File: config.mk
export PLATFORM = sky130hd
export DESIGN_NAME = booth_operand_sequencer_flat
export DESIGN_NICKNAME = d
export VERILOG_FILES = /design/src/rtl/booth_operand_sequencer_pkg.sv /design/src/rtl/booth_operand_sequencer_if.sv /design/src/rtl/booth_operand_sequencer_wait_timer.sv /design/src/rtl/booth_operand_sequencer.sv /design/src/flat_wrapper.sv
export SDC_FILE = /design/constraint.sdc
export NUM_CORES = 1
export LEC_CHECK = 0
export ABC_AREA = 0
export BUFFER_PORTS_ARGS = -buffer_cell sky130_fd_sc_hd__buf_2
export CAP_MARGIN = 20
export CORE_MARGIN = 1.5
export CORE_UTILIZATION = 52
export DETAILED_ROUTE_END_ITERATION = 16
export PLACE_DENSITY = 0.8
export SYNTH_ARGS = -nofsm -noshare
export SYNTH_HDL_FRONTEND = slang
export SYNTH_HIERARCHICAL = 1
export SYNTH_SLANG_ARGS = --single-unit
File: constraint.sdc
create_clock -name clk -period 3.1 [get_ports clk]
set_input_delay 0.465 -clock clk [delete_from_list [all_inputs] [get_ports clk]]
set_output_delay 0.465 -clock clk [all_outputs]
set_load 0.02 [all_outputs]
File: src/rtl/booth_operand_sequencer_pkg.sv
// Shared types and defaults for the Booth multiplier front-end sequencer.
package booth_seq_pkg;

    typedef enum logic [2:0] {
        IDLE,
        START,
        LDM,
        LDQ,
        WAIT,
        OUT
    } seq_state_t;

    localparam int W_DEF       = 16;
    localparam int TIMEOUT_DEF = 40;

    function automatic int timer_width(input int timeout);
        return (timeout > 1) ? $clog2(timeout) : 1;
    endfunction

endpackage

File: src/rtl/booth_operand_sequencer_if.sv
// Operand-in, multiplier-side and result-out signals of the sequencer in one bundle.
interface booth_seq_if
    import booth_seq_pkg::*;
#(
    parameter int W = W_DEF
);
    logic             in_valid;
    logic             in_ready;
    logic [W-1:0]     in_a;
    logic [W-1:0]     in_b;
    logic             start;
    logic [W-1:0]     data_in;
    logic             done;
    logic [2*W-1:0]   product;
    logic             out_valid;
    logic             out_ready;
    logic [2*W-1:0]   out_product;
    logic             out_err;
    logic             busy;

    // The sequencer side.
    modport slave (
        input  in_valid, in_a, in_b, done, product, out_ready,
        output in_ready, start, data_in, out_valid, out_product, out_err, busy
    );

    // The surroundings: operand producer, multiplier and result consumer.
    modport master (
        output in_valid, in_a, in_b, done, product, out_ready,
        input  in_ready, start, data_in, out_valid, out_product, out_err, busy
    );

endinterface

File: src/rtl/booth_operand_sequencer_wait_timer.sv
// Counts cycles spent waiting for the multiplier and flags the last allowed one.
module booth_wait_timer
    import booth_seq_pkg::*;
#(
    parameter int TIMEOUT = TIMEOUT_DEF
) (
    input  logic clk,
    input  logic rst,
    input  logic clr,
    input  logic en,
    output logic expired
);
    localparam int            TW   = timer_width(TIMEOUT);
    localparam logic [TW-1:0] LAST = TW'(TIMEOUT - 1);

    logic [TW-1:0] count_q;
    logic [TW-1:0] count_d;

    // Saturates at LAST so a stalled enable can never wrap back to zero.
    always_comb begin
        count_d = count_q;
        if (clr) begin
            count_d = '0;
        end else if (en && (count_q != LAST)) begin
            count_d = count_q + 1'b1;
        end
    end

    always_ff @(posedge clk or posedge rst) begin
        if (rst) begin
            count_q <= '0;
        end else begin
            count_q <= count_d;
        end
    end

    assign expired = en && (count_q == LAST);

endmodule

File: src/rtl/booth_operand_sequencer.sv
// Feeds an operand pair to the Booth multiplier (start, M, Q), waits for done
// and presents the captured product (or a timeout abort) on a valid/ready port.
module booth_operand_sequencer
    import booth_seq_pkg::*;
#(
    parameter int W       = W_DEF,
    parameter int TIMEOUT = TIMEOUT_DEF
) (
    input  logic        clk,
    input  logic        rst,
    booth_seq_if.slave  bus
);
    seq_state_t     state_q, state_d;

    logic [W-1:0]   a_q, a_d;
    logic [W-1:0]   b_q, b_d;
    logic [W-1:0]   data_in_q, data_in_d;
    logic           start_q, start_d;
    logic           busy_q, busy_d;
    logic           out_valid_q, out_valid_d;
    logic           out_err_q, out_err_d;
    logic [2*W-1:0] out_product_q, out_product_d;
    logic           done_low_seen_q, done_low_seen_d;

    logic           accept;
    logic           done_ok;
    logic           tmr_clr;
    logic           tmr_en;
    logic           tmr_expired;

    assign accept  = (state_q == IDLE) && bus.in_valid;
    // A done that was never seen low since start belongs to the previous operation.
    assign done_ok = (state_q == WAIT) && bus.done && done_low_seen_q;
    assign tmr_clr = (state_q == LDQ);
    assign tmr_en  = (state_q == WAIT);

    booth_wait_timer #(
        .TIMEOUT (TIMEOUT)
    ) u_wait_timer (
        .clk     (clk),
        .rst     (rst),
        .clr     (tmr_clr),
        .en      (tmr_en),
        .expired (tmr_expired)
    );

    always_ff @(posedge clk or posedge rst) begin
        if (rst) begin
            state_q <= IDLE;
        end else begin
            state_q <= state_d;
        end
    end

    always_comb begin
        state_d = state_q;
        unique case (state_q)
            IDLE:    if (accept) state_d = START;
            START:   state_d = LDM;
            LDM:     state_d = LDQ;
            LDQ:     state_d = WAIT;
            WAIT:    if (done_ok || tmr_expired) state_d = OUT;
            OUT:     if (bus.out_ready) state_d = IDLE;
            default: state_d = IDLE;
        endcase
    end

    // Outputs are registered from the next state so they line up with it.
    always_comb begin
        a_d             = a_q;
        b_d             = b_q;
        done_low_seen_d = done_low_seen_q;
        out_product_d   = out_product_q;
        out_err_d       = out_err_q;

        if (accept) begin
            a_d             = bus.in_a;
            b_d             = bus.in_b;
            done_low_seen_d = 1'b0;
        end else if ((state_q inside {START, LDM, LDQ, WAIT}) && !bus.done) begin
            done_low_seen_d = 1'b1;
        end

        if (done_ok) begin
            out_product_d = bus.product;
            out_err_d     = 1'b0;
        end else if (tmr_expired) begin
            out_product_d = '0;
            out_err_d     = 1'b1;
        end

        start_d     = (state_d == START);
        busy_d      = (state_d != IDLE);
        out_valid_d = (state_d == OUT);

        unique case (state_d)
            LDM:     data_in_d = a_q;
            LDQ:     data_in_d = b_q;
            default: data_in_d = '0;
        endcase
    end

    always_ff @(posedge clk or posedge rst) begin
        if (rst) begin
            a_q             <= '0;
            b_q             <= '0;
            data_in_q       <= '0;
            start_q         <= 1'b0;
            busy_q          <= 1'b0;
            out_valid_q     <= 1'b0;
            out_err_q       <= 1'b0;
            out_product_q   <= '0;
            done_low_seen_q <= 1'b0;
        end else begin
            a_q             <= a_d;
            b_q             <= b_d;
            data_in_q       <= data_in_d;
            start_q         <= start_d;
            busy_q          <= busy_d;
            out_valid_q     <= out_valid_d;
            out_err_q       <= out_err_d;
            out_product_q   <= out_product_d;
            done_low_seen_q <= done_low_seen_d;
        end
    end

    assign bus.in_ready    = (state_q == IDLE);
    assign bus.start       = start_q;
    assign bus.data_in     = data_in_q;
    assign bus.busy        = busy_q;
    assign bus.out_valid   = out_valid_q;
    assign bus.out_err     = out_err_q;
    assign bus.out_product = out_product_q;

endmodule

File: src/flat_wrapper.sv
// flat-port wrapper written by rule: the top's interface ports become plain ports
module booth_operand_sequencer_flat import booth_seq_pkg::*;
#(
    parameter int W       = W_DEF,
    parameter int TIMEOUT = TIMEOUT_DEF
)
  (clk, rst, bus_in_valid, bus_in_a, bus_in_b, bus_done, bus_product, bus_out_ready, bus_in_ready, bus_start, bus_data_in, bus_out_valid, bus_out_product, bus_out_err, bus_busy);
  booth_seq_if #(.W(W)) bus_i ();
  input  logic clk;
  input  logic rst;
  input wire logic [$bits(bus_i.in_valid)-1:0] bus_in_valid;
  input wire logic [$bits(bus_i.in_a)-1:0] bus_in_a;
  input wire logic [$bits(bus_i.in_b)-1:0] bus_in_b;
  input wire logic [$bits(bus_i.done)-1:0] bus_done;
  input wire logic [$bits(bus_i.product)-1:0] bus_product;
  input wire logic [$bits(bus_i.out_ready)-1:0] bus_out_ready;
  output wire logic [$bits(bus_i.in_ready)-1:0] bus_in_ready;
  output wire logic [$bits(bus_i.start)-1:0] bus_start;
  output wire logic [$bits(bus_i.data_in)-1:0] bus_data_in;
  output wire logic [$bits(bus_i.out_valid)-1:0] bus_out_valid;
  output wire logic [$bits(bus_i.out_product)-1:0] bus_out_product;
  output wire logic [$bits(bus_i.out_err)-1:0] bus_out_err;
  output wire logic [$bits(bus_i.busy)-1:0] bus_busy;
  assign bus_i.in_valid = bus_in_valid;
  assign bus_i.in_a = bus_in_a;
  assign bus_i.in_b = bus_in_b;
  assign bus_i.done = bus_done;
  assign bus_i.product = bus_product;
  assign bus_i.out_ready = bus_out_ready;
  assign bus_in_ready = bus_i.in_ready;
  assign bus_start = bus_i.start;
  assign bus_data_in = bus_i.data_in;
  assign bus_out_valid = bus_i.out_valid;
  assign bus_out_product = bus_i.out_product;
  assign bus_out_err = bus_i.out_err;
  assign bus_busy = bus_i.busy;
  booth_operand_sequencer #(.W(W), .TIMEOUT(TIMEOUT)) u_core (.clk(clk), .rst(rst), .bus(bus_i));
endmodule
==> metrics list <==
- The run finished with clean final reports.
- Multiplexer fraction of the synthesized cell area: 20.7%
* Overall via count from detail_route: 2581
* Worst-case setup margin in the final layout: 0.868 ns
- The cell sitting at the root of the clock tree is a sky130_fd_sc_hd__clkbuf_8.
- Final global-route overflow total: 0
- The wire-length estimate of the detail-placed layout is 5600 um.
- The library cell used most frequently in the layout, excluding fill and tap cells, is sky130_fd_sc_hd__buf_2.
- After synthesis, flip-flops and latches occupy 56.3% of the total area.
- Critical Path AT: 2.47 ns
* Number of buffers added to fix hold violations after cts: 0
- Portion of the clock cycle consumed by the worst path in the final layout: 72.0%
- Counting the buffers created by CTS gives 9.
- The number of antenna diodes in the final layout is 0.
* Share of layout cells above drive strength 1: 53.4%
- Entering global routing, the biggest net connects 47 pins.
- The most used flip-flop cell after synthesis is sky130_fd_sc_hd__dfrtp_1.
* Initial antenna violation count: 0
- Overall Global Routing Usage: 19.6%
- Clock tree from TritonCTS: done
- Summed over all failing endpoints, the final setup total negative slack is 0 ns.
* Count of pins over their slew limit: 0
- The tool flagged a number of max-cap violations equal to 0.
- Avg Vias per Cell: 5.08
- Net count of the mapped netlist: 352
* Largest voltage drop on the vdd net: 487 uV
- Once the floorplan was initialized, standard cells occupied 53.8% of the core.
- Summing the areas of all compound-gate instances in the mapped netlist gives 5.81% of the synthesized area.
* Max Fanout on Critical Path: 34
- The clock tree synthesis step divided the H-tree into 3 levels.
- First-pass GRT wire length: 13100 um
- At the end of routability-driven placement, the weighted congestion stood at 0.793.
* Final Net Count: 471
- STA classifies the critical path endpoint as a flop.
- Summing internal, switching and leakage power gives 4.96 mW.
- Count of buffers inserted at the top-level ports: 121
* Number of instances in the synthesized netlist: 282
- Clock skew: 0.00889 ns
- The worst setup path is of the reg2reg kind.
- Category of the worst setup path launch point: flop
* Slew Limit Headroom: 50.9%
* I/O pin count: 122
- In the routed design, unresolved DRC markers number 0.
- Clock Latency Late Sink: 0.36 ns
* Ordered list of cells on the worst path: nor3b_4, nand3_1, nor2b_2, buf_4, nor2b_1, mux2_4
* Post-CTS Repair Setup Buffers: 0
- Die height: 92.6 um
- 1st-iter DRT viols: 112
* Number of failing hold endpoints at the final stage: 0
- Clock-pin slew was measured on the worst setup and hold paths at 0.09 ns.
* Power Density: 1000 nW/um^2
- The analysis attributes to cell leakage a power of 2.48 nW.
* Slowest cell delay on critical path: 0.55 ns
- Data on the critical path is required at its endpoint by 3.34 ns.
- Counting flops with an async set or reset pin after synthesis yields a share of 100%.
* FMAX: 448 MHz
- Counting both buffers and inverters, the worst setup path holds a total of 1.
* Number of standard-cell rows in the floorplan: 32
- Synth Area in Simple Gates: 10.8%
- Fraction of synthesized cell area in xor and xnor cells: 0.210%
- Slew at the pin closest to its max-slew limit: 0.735 ns
- Residual antenna-violating net count after detailed routing: 0
- The synthesized netlist devotes 0.299% of its cell area to adder and majority cells.
* Worst Setup Slack post-DPL: 0.894 ns
- Die Span X: 92.6 um
- Each instance of the synthesized netlist takes up on average 14.8 um^2.
- After detailed routing, the total wire length is 7910 um.
- The Yosys step of the flow raised 6 warnings.
* Area overhead of the layout relative to synthesis: 18.2%
- Number of distinct library cell variants in the gate-level netlist after synthesis: 39
- The top cell types in the final layout, fill and taps aside, are sky130_fd_sc_hd__buf_2, sky130_fd_sc_hd__dfrtp_1, sky130_fd_sc_hd__mux2_4, sky130_fd_sc_hd__nor2b_1, sky130_fd_sc_hd__mux2_2.
- The number of global-route vias before repair came to 2732.
* Clock Tree Buf Depth: 2
- By area, the combinational part of the netlist is dominated by multiplexers.
- Full die area: 8580 um^2
- Average detailed-routed wire length per instance: 15.6 um
- RSZ-0062 raised after global routing: false
- The first TritonRoute pass finished after 4 iterations.
- Worst Hold Class: in2async
* Number of setup violations in the final report: 0
* Num Clock Sinks: 94
* Number of resized instances in the post-cts repair step: 0
* Number of synthesized flops with an enable pin: 0
- Family with the most delay on the worst path: simple AND/OR/NAND/NOR gates
- After layout, the minimum clock period comes to 2.23 ns.
* Total standard cell area after synthesis: 4180 um^2
* Floorplan Core Area: 7770 um^2
- Slowest cell on crit path: sky130_fd_sc_hd__dfrtp_1
- In this run, synthesis produced a sequential element count of 94.
-- power by group --
part / switching [mW] / internal [mW] / total [mW] / leakage [nW]
Sequential: 0.320 / 1.77 / 2.09 / 1.17
Clock: 0.431 / 0.380 / 0.811 / 0.0948
Combinational: 0.980 / 1.07 / 2.05 / 1.21
Total: 1.73 / 3.23 / 4.96 / 2.48
-- registers in the layout, indices dropped and copies added, names as in the netlist --
register and cells:
u_core/bus.out_err 1, u_core/b_q 16, u_core/done_low_seen_q 1, u_core/a_q 16, u_core/bus.busy 1, u_core/bus.out_valid 1, u_core/state_q 3, u_core/u_wait_timer/count_q 6
u_core/bus.data_in 16, u_core/bus.start 1, u_core/bus.out_product 32
-- path summary, 6_finish.rpt --
| kind | startpoint | endpoint | cells past startpoint | slack [ns] |
|---|---|---|---|---|
| setup / recovery | u_core/state_q[2]$_DFF_PP0_ | u_core/bus.out_product[6]$_DFFE_PP0P_ | 6 | 0.87 |
| hold / removal | rst | u_core/u_wait_timer/count_q[2]$_DFFE_PP0P_ | 2 | 0.03 |
| setup reg to reg | u_core/state_q[2]$_DFF_PP0_ | u_core/bus.out_product[6]$_DFFE_PP0P_ | 6 | 0.87 |
| hold reg to reg | u_core/a_q[15]$_DFFE_PP0P_ | u_core/bus.data_in[15]$_DFF_PP0_ | 1 | 0.49 |
| max in group asynchronous | rst | u_core/bus.data_in[8]$_DFF_PP0_ | 3 | 2.22 |
| min in group clk | bus_in_b[5] | u_core/b_q[5]$_DFFE_PP0P_ | 2 | 0.33 |
-- through the flow --
| stage | utilization, % | cells | cell area [um^2] | hold WS, ns |
|---|---|---|---|---|
| after floorplan | - | 282 | 4180 | 0.256 |
| after global placement | 60.9 | 491 | 4730 | 0.411 |
| after detailed placement | 61.0 | 492 | 4740 | 0.428 |
| after CTS | 63.6 | 508 | 4940 | 0.0355 |
| after global routing | 63.6 | 508 | 4940 | 0.0584 |
| final | 63.6 | 508 | 4940 | 0.0307 |
-- synthesized netlist by cell type (2+ instances only) --
library cell,n,area [um^2]
sky130_fd_sc_hd__nand4bb_1,2,22.5
sky130_fd_sc_hd__mux2_2,26,293
sky130_fd_sc_hd__nor2_1,7,26.3
sky130_fd_sc_hd__a21oi_1,7,35.0
sky130_fd_sc_hd__nand2_1,6,22.5
sky130_fd_sc_hd__buf_6,4,45.0
sky130_fd_sc_hd__buf_2,2,10.0
sky130_fd_sc_hd__inv_1,5,18.8
sky130_fd_sc_hd__nand3_1,2,10.0
sky130_fd_sc_hd__nor2b_1,34,213
sky130_fd_sc_hd__a22o_1,16,140
sky130_fd_sc_hd__o211ai_1,2,15.0
sky130_fd_sc_hd__nor3b_2,3,37.5
sky130_fd_sc_hd__o21ai_0,2,10.0
sky130_fd_sc_hd__buf_12,7,140
sky130_fd_sc_hd__dfrtp_1,94,2350
sky130_fd_sc_hd__mux2_4,38,571
sky130_fd_sc_hd__nor3b_1,2,15.0
sky130_fd_sc_hd__clkbuf_1,3,11.3
-- area by class of cell --
| class | instances | area [um^2] |
|---|---|---|
| clock buffer | 10 | 128 |
| clock inverter | 6 | 70.1 |
| fill | 626 | 2830 |
| inverter | 5 | 20.0 |
| multi-input combinational | 165 | 1580 |
| sequential | 94 | 2350 |
| tap | 102 | 128 |
| timing repair buffer | 126 | 659 |
-- routing by layer --
layer,routed length [um],up-vias,GRT usage (%)
met5,0,-,0
met4,76,0,5.56
met3,692,7,7.22
met2,3660,97,30.7
met1,3480,1256,25.6
li1,-,1221,-
-- logic make-up (layout without fill, tap and decap cells) --
logic type,count (synthesis),count (layout)
xor gates and xnor gates,1,1
and+or+nand+nor,67,67
DFF,94,94
adders and majority gates,1,1
muxes,64,64
buffers and inverters,23,147
AOI/OAI and AO/OA,32,32
-- worst register-to-register path: cells and delay by family (launching register included) --
| family | cells | cell delay (ns) |
|---|---|---|
| buffers and inverters | 1 | 0.34 |
| flip-flops | 1 | 0.55 |
| multiplexers | 1 | 0.28 |
| AND/OR/NAND/NOR | 4 | 0.95 |
Power figures use the tool's default switching activity.
